[src/rtl/io_pkg.sv]
// Shared constants for the memory-mapped I/O responder: register offsets,
// STATUS bit layout and default sizing.
package io_pkg;

  localparam logic [15:0] DEFAULT_BASE_ADDR  = 16'hFF00;
  localparam int unsigned DEFAULT_FIFO_DEPTH = 4;

  // Byte offsets inside the 16-byte window
  localparam logic [3:0] OFF_TXDATA = 4'h0;
  localparam logic [3:0] OFF_STATUS = 4'h2;
  localparam logic [3:0] OFF_IN     = 4'h4;
  localparam logic [3:0] OFF_CYCLE  = 4'h6;
  localparam logic [3:0] OFF_HALT   = 4'h8;

  // Word indices (address bit 0 is ignored)
  localparam logic [2:0] IDX_TXDATA = OFF_TXDATA[3:1];
  localparam logic [2:0] IDX_STATUS = OFF_STATUS[3:1];
  localparam logic [2:0] IDX_IN     = OFF_IN[3:1];
  localparam logic [2:0] IDX_CYCLE  = OFF_CYCLE[3:1];
  localparam logic [2:0] IDX_HALT   = OFF_HALT[3:1];

  // STATUS bit positions
  localparam int unsigned ST_FULL    = 0;
  localparam int unsigned ST_EMPTY   = 1;
  localparam int unsigned ST_OVF     = 2;
  localparam int unsigned ST_CNT_LSB = 3;

endpackage

[src/rtl/io_fifo.sv]
// Output FIFO: power-of-two depth, wrapping pointers, occupancy counter.
// A push while full is accepted only when a pop happens in the same cycle.
module io_fifo
  import io_pkg::*;
#(
  parameter  int unsigned DEPTH = DEFAULT_FIFO_DEPTH,
  localparam int unsigned CW    = $clog2(DEPTH) + 1
) (
  input  logic          clk,
  input  logic          reset,
  input  logic          push,
  input  logic [15:0]   din,
  input  logic          pop,
  output logic [15:0]   dout,
  output logic          full,
  output logic          empty,
  output logic [CW-1:0] count
);

  localparam int unsigned AW = $clog2(DEPTH);

  logic [15:0]   r_mem [DEPTH];
  logic [AW-1:0] r_wr_ptr;
  logic [AW-1:0] r_rd_ptr;
  logic [CW-1:0] r_count;
  logic          w_do_push;
  logic          w_do_pop;

  assign full      = (r_count == CW'(DEPTH));
  assign empty     = (r_count == '0);
  assign w_do_pop  = pop && !empty;
  assign w_do_push = push && (!full || w_do_pop);
  assign count     = r_count;
  assign dout      = empty ? '0 : r_mem[r_rd_ptr];

  // Storage array; contents are don't-care while empty because dout is gated
  always_ff @(posedge clk) begin
    if (w_do_push && !reset) begin
      r_mem[r_wr_ptr] <= din;
    end
  end

  // Pointer and occupancy tracking
  always_ff @(posedge clk) begin
    if (reset) begin
      r_wr_ptr <= '0;
      r_rd_ptr <= '0;
      r_count  <= '0;
    end else begin
      if (w_do_push) r_wr_ptr <= r_wr_ptr + AW'(1);
      if (w_do_pop)  r_rd_ptr <= r_rd_ptr + AW'(1);
      r_count <= r_count + CW'(w_do_push) - CW'(w_do_pop);
    end
  end

endmodule

[src/rtl/io_responder.sv]
// Memory-mapped I/O responder: address decode, registered read data,
// overflow/halt flags, cycle counter and input sampling around io_fifo.
module io_responder
  import io_pkg::*;
#(
  parameter logic [15:0] BASE_ADDR  = DEFAULT_BASE_ADDR,
  parameter int unsigned FIFO_DEPTH = DEFAULT_FIFO_DEPTH
) (
  input  logic        clk,
  input  logic        reset,
  input  logic [15:0] addr,
  input  logic        mem_read,
  input  logic        mem_write,
  input  logic [15:0] wdata,
  output logic [15:0] rdata,
  output logic        hit,
  input  logic [15:0] in_port,
  output logic [15:0] out_data,
  output logic        out_valid,
  input  logic        out_ready,
  output logic        halt
);

  localparam int unsigned CW = $clog2(FIFO_DEPTH) + 1;

  logic [15:0]   r_rdata;
  logic [15:0]   r_in;
  logic [15:0]   r_cycle;
  logic          r_ovf;
  logic          r_halt;

  logic          w_hit;
  logic [2:0]    w_idx;
  logic          w_wr;
  logic          w_rd;
  logic          w_push;
  logic          w_pop;
  logic          w_full;
  logic          w_empty;
  logic [CW-1:0] w_count;
  logic [15:0]   w_count16;
  logic [15:0]   w_status;
  logic [15:0]   w_rsel;
  logic          w_unused_addr0;

  assign w_hit          = (addr[15:4] == BASE_ADDR[15:4]);
  assign w_idx          = addr[3:1];
  assign w_wr           = mem_write && w_hit;
  assign w_rd           = mem_read && !mem_write && w_hit;
  assign w_push         = w_wr && (w_idx == IDX_TXDATA);
  assign w_pop          = out_valid && out_ready;
  assign w_count16      = 16'(w_count);
  assign w_unused_addr0 = addr[0];

  assign hit       = w_hit;
  assign rdata     = r_rdata;
  assign halt      = r_halt;
  assign out_valid = !w_empty;

  io_fifo #(
    .DEPTH(FIFO_DEPTH)
  ) u_fifo (
    .clk  (clk),
    .reset(reset),
    .push (w_push),
    .din  (wdata),
    .pop  (w_pop),
    .dout (out_data),
    .full (w_full),
    .empty(w_empty),
    .count(w_count)
  );

  // STATUS word assembly
  always_comb begin
    w_status                    = '0;
    w_status[ST_CNT_LSB +: 3]   = w_count16[2:0];
    w_status[ST_OVF]            = r_ovf;
    w_status[ST_EMPTY]          = w_empty;
    w_status[ST_FULL]           = w_full;
  end

  // Read-data selection by word index
  always_comb begin
    w_rsel = '0;
    case (w_idx)
      IDX_TXDATA: w_rsel = w_count16;
      IDX_STATUS: w_rsel = w_status;
      IDX_IN:     w_rsel = r_in;
      IDX_CYCLE:  w_rsel = r_cycle;
      IDX_HALT:   w_rsel = {15'b0, r_halt};
      default:    w_rsel = '0;
    endcase
  end

  // Registered response, flags, cycle counter and input sample
  always_ff @(posedge clk) begin
    if (reset) begin
      r_rdata <= '0;
      r_in    <= '0;
      r_cycle <= '0;
      r_ovf   <= 1'b0;
      r_halt  <= 1'b0;
    end else begin
      r_rdata <= w_rd ? w_rsel : '0;
      r_in    <= in_port;
      if (!r_halt) r_cycle <= r_cycle + 16'd1;
      if (w_push && w_full && !w_pop) begin
        r_ovf <= 1'b1;
      end else if (w_wr && (w_idx == IDX_STATUS) && wdata[ST_OVF]) begin
        r_ovf <= 1'b0;
      end
      if (w_wr && (w_idx == IDX_HALT) && wdata[0]) r_halt <= 1'b1;
    end
  end

endmodule

[config.mk]
export PLATFORM = sky130hd
export DESIGN_NAME = io_responder
export DESIGN_NICKNAME = d
export VERILOG_FILES = /design/src/rtl/io_pkg.sv /design/src/rtl/io_fifo.sv /design/src/rtl/io_responder.sv
export SDC_FILE = /design/constraint.sdc
export NUM_CORES = 1
export LEC_CHECK = 0
export CORE_ASPECT_RATIO = 1.75
export CORE_UTILIZATION = 28
export DETAILED_ROUTE_END_ITERATION = 10
export DONT_BUFFER_PORTS = 1
export HOLD_SLACK_MARGIN = 0.06
export PLACE_DENSITY_LB_ADDON = 0.1
export SETUP_SLACK_MARGIN = 0.4
export SLEW_MARGIN = 15
export SYNTH_ARGS = -nofsm -noshare
export SYNTH_HDL_FRONTEND = slang
export SYNTH_SLANG_ARGS = --single-unit
[constraint.sdc]
create_clock -name clk -period 4 [get_ports clk]
set_input_delay 0.4 -clock clk [delete_from_list [all_inputs] [get_ports clk]]
set_output_delay 0.4 -clock clk [all_outputs]
set_load 0.05 [all_outputs]
==> impl_metrics.json <==
{
  "drc": 0,
  "ys_types": 39,
  "tightest_slew_ns": 0.870,
  "cap_violations": 0,
  "setup_ws_ns": 1.47,
  "r2r_start": "u_fifo.count[1]$_SDFF_PP0_",
  "ys_seq_area_share_pct": 64.2,
  "gp_congestion": 0.676,
  "finalSetupTns_ns": 0,
  "vias_per_cell": 4.49,
  "synth.top_cell.area_share_pct": 39.8,
  "synth_top_flop_cell": "edfxtp_1",
  "h-tree-depth": 4,
  "layout_worst_path_cycle_share_pct": 63.2,
  "die_y_um": 176,
  "p_leak_nw": 1.96,
  "clockRootBuffer": "clkbuf_16",
  "async_flop_share_pct": 0,
  "cts_buffers": 17,
  "dieArea_um2": 17800,
  "fin_cells": 599,
  "drt_wl_total_mm": 10.7,
  "overflow": 0,
  "p_sw_mw": 1.20,
  "reg2reg_to": "u_fifo.count[2]$_SDFF_PP0_",
  "p_per_area_nw_per_um2": 653,
  "finalClockSkew_ns": 0.0121,
  "wire_per_inst_um": 17.8,
  "drt_iter0_markers": 72,
  "clock_sinks": 123,
  "ios": 88,
  "antenna_found_initial": 0,
  "yosys-top-cells-area": "edfxtp_1, dfxtp_1, mux4_2, and2_1, nor2_1",
  "grt_start_max_net_pins": 39,
  "r2r_slack_ns": 1.47,
  "layout-drive-gt1-share_pct": 17.5,
  "p_clk_share_pct": 40.6,
  "clock.fmax_mhz": 396,
  "coreArea_um2": 16900,
  "hold_path_class": "primary input to flip-flop",
  "worstPathArrival_ns": 2.82,
  "pre_cts_slack_ns": 1.18,
  "cp-end-kind": "flip-flop",
  "period_minus_slack_ns": 2.53,
  "whs_ns": 0.0793,
  "postRouteAntennaNets": 0,
  "synth_edf_count": 64,
  "cts_buffer_depth": 2,
  "start_kind": "flip-flop",
  "finalHoldViolCount": 0,
  "placed_cells": 564,
  "detailed_place_hpwl_mm": 7.12,
  "slew_viol_final": 0,
  "syn_nets": 410,
  "grtUsageTotal_pct": 12.8,
  "clk_latency_ns": 0.41,
  "first_global_vias": 2893,
  "area_delta_synth_final_pct": 18.6,
  "yosys_warnings": 0,
  "rsz0062_at_grt": "false",
  "insertedDiodeCount": 0,
  "yosys.area.top_type": "edfxtp_1",
  "utilization_pct": 33.8,
  "p_seq_share_pct": 37.7,
  "hold_path.startpoint": "reset",
  "ys_ff_latch": 123,
  "grt_pass1_wl_mm": 16.4,
  "p_int_mw": 2.54,
  "cts.repair.resized": 0,
  "crit_path_max_fanout": 19,
  "peakVddDrop_mv": 0.234,
  "drtPass1Iterations": 6,
  "netlist_area_um2": 4830,
  "fp-row-count": 63,
  "setup_viol": 0,
  "cp.required_ns": 4.29,
  "min_to": "r_in[1]$_SDFF_PP0_",
  "crit_type": "flip-flop to flip-flop",
  "switching_share_pct": 32.1,
  "nets": 420,
  "whs_path_depth": 1,
  "syn_area_per_cell_um2": 13.8,
  "cts_tree": "built",
  "rr_worst_depth": 11,
  "initial_core_util_pct": 28.5,
  "dieWidth_um": 101,
  "num_vias": 2689,
  "cts_setup_buffers": 0,
  "ctsHoldBuffers": 2,
  "cts.clk_slew.worst_paths_ns": 0.06,
  "p_comb_share_pct": 21.7,
  "slew_headroom_pct": 41.9,
  "syn_inst": 349,
  "io_buffers": 0,
  "outcome": "completed"
}
synth_stat cells, drive strengths merged, types with 5 or more instances:
| cell | number |
|---|---|
| nor2 | 35 |
| mux4 | 18 |
| clkbuf | 16 |
| inv | 9 |
| dfxtp | 59 |
| ha | 7 |
| nor2b | 20 |
| xnor2 | 7 |
| nand3 | 10 |
| nand4 | 8 |
| and2 | 22 |
| a21oi | 5 |
| xor2 | 10 |
| edfxtp | 64 |
| mux2i | 13 |
| o21ai | 5 |
worst max-delay path by stage:
stage / startpoint / to / slack [ns] / depth (start not counted)
after floorplan: addr[5] / u_fifo.r_mem[0][0]$_DFFE_PP_ / 1.24 / 6
after global placement: addr[5] / u_fifo.r_mem[2][1]$_DFFE_PP_ / 1.16 / 6
after detailed placement: addr[5] / u_fifo.r_mem[2][4]$_DFFE_PP_ / 1.18 / 6
after CTS: flip-flop / out_data[3] / 1.35 / 2
after global routing: u_fifo.count[1]$_SDFF_PP0_ / u_fifo.count[2]$_SDFF_PP0_ / 1.25 / 11
final: u_fifo.count[1]$_SDFF_PP0_ / u_fifo.count[2]$_SDFF_PP0_ / 1.47 / 11
sequential cells by signal, indices dropped and copies added (netlist names), named ones only:
name	flops
u_fifo.r_mem	64
u_fifo.r_wr_ptr	2
u_fifo.r_rd_ptr	2
u_fifo.count	3
r_ovf	1
r_cycle	16
halt	1
rdata	16
r_in	16
power by group through the flow:
stage | Combinational, mW | Clock, mW | Sequential (mW)
floorplan | 0.741 | 0 | 1.41
global placement | 0.818 | 0 | 1.44
detailed placement | 0.821 | 0 | 1.44
CTS | 0.832 | 1.56 | 1.41
global route | 0.876 | 1.61 | 1.42
finish | 0.810 | 1.52 | 1.41
layer usage:
layer  share of wire (%)  GRT usage, %
met5                   0             0
met4                0.87          5.43
met3                 4.7          4.02
met2                  57          24.1
met1                  38          12.6
cell usage in the layout, fill, tap and decap left out, types with 3 or more instances in the layout:
master	synthesis	routed
inv_6	0	4
nand3_1	9	9
xnor2_1	7	7
mux2_2	3	3
xor2_1	10	10
and4_1	3	3
edfxtp_1	64	64
or3_1	3	3
mux2i_1	13	13
mux4_2	18	18
a21oi_1	5	5
o21ai_0	5	5
inv_1	8	8
nand4_1	8	8
dfxtp_1	59	59
nor2_1	35	35
nor2b_1	20	20
ha_1	7	7
clkbuf_16	0	17
a22oi_1	3	3
and3_1	4	4
buf_4	0	8
clkinv_4	0	4
and2_1	22	22
nand2_1	3	3
per-stage QoR:
| step | cell area (µm²) | total power, mW |
|---|---|---|
| 6_report | 5730 | 3.74 |
| 5_1_grt | 5730 | 3.90 |
| 4_1_cts | 5720 | 3.81 |
| 3_5_place_dp | 5100 | 2.26 |
| 3_3_place_gp | 5100 | 2.26 |
| 2_1_floorplan | 4830 | 2.15 |
critical path, cell delays in order, from the launching register on:
cell and delay (ns):
dfxtp_1 0.38, nor3_1 0.27, inv_1 0.07, buf_4 0.24
and2_1 0.23, ha_1 0.27, inv_1 0.04, ha_1 0.20
fa_1 0.37, xnor2_1 0.17, xnor2_1 0.14, nor2_1 0.05
layout make-up:
cell class	count	area, µm²
Inverter	9	33.8
Tap cell	227	284
Clock inverter	14	161
Timing Repair Buffer	11	100
Multi-Input combinational cell	197	1620
Sequential cell	123	3100
Fill cell	1680	11200
Clock buffer	18	429
cells by family (layout without fill, tap and decap cells):
kind of cell	after synthesis	in the layout	synth area share [%]
AOI/OAI and AO/OA	16	16	2.05
xor gates and xnor gates	17	17	3.08
adders and majority gates	8	8	2.23
buffers and inverters	29	52	2.30
DFF	123	123	64.2
muxes	34	34	11.8
and+or+nand+nor	122	122	14.3
No activity file was read; power rests on OpenSTA's default activity.
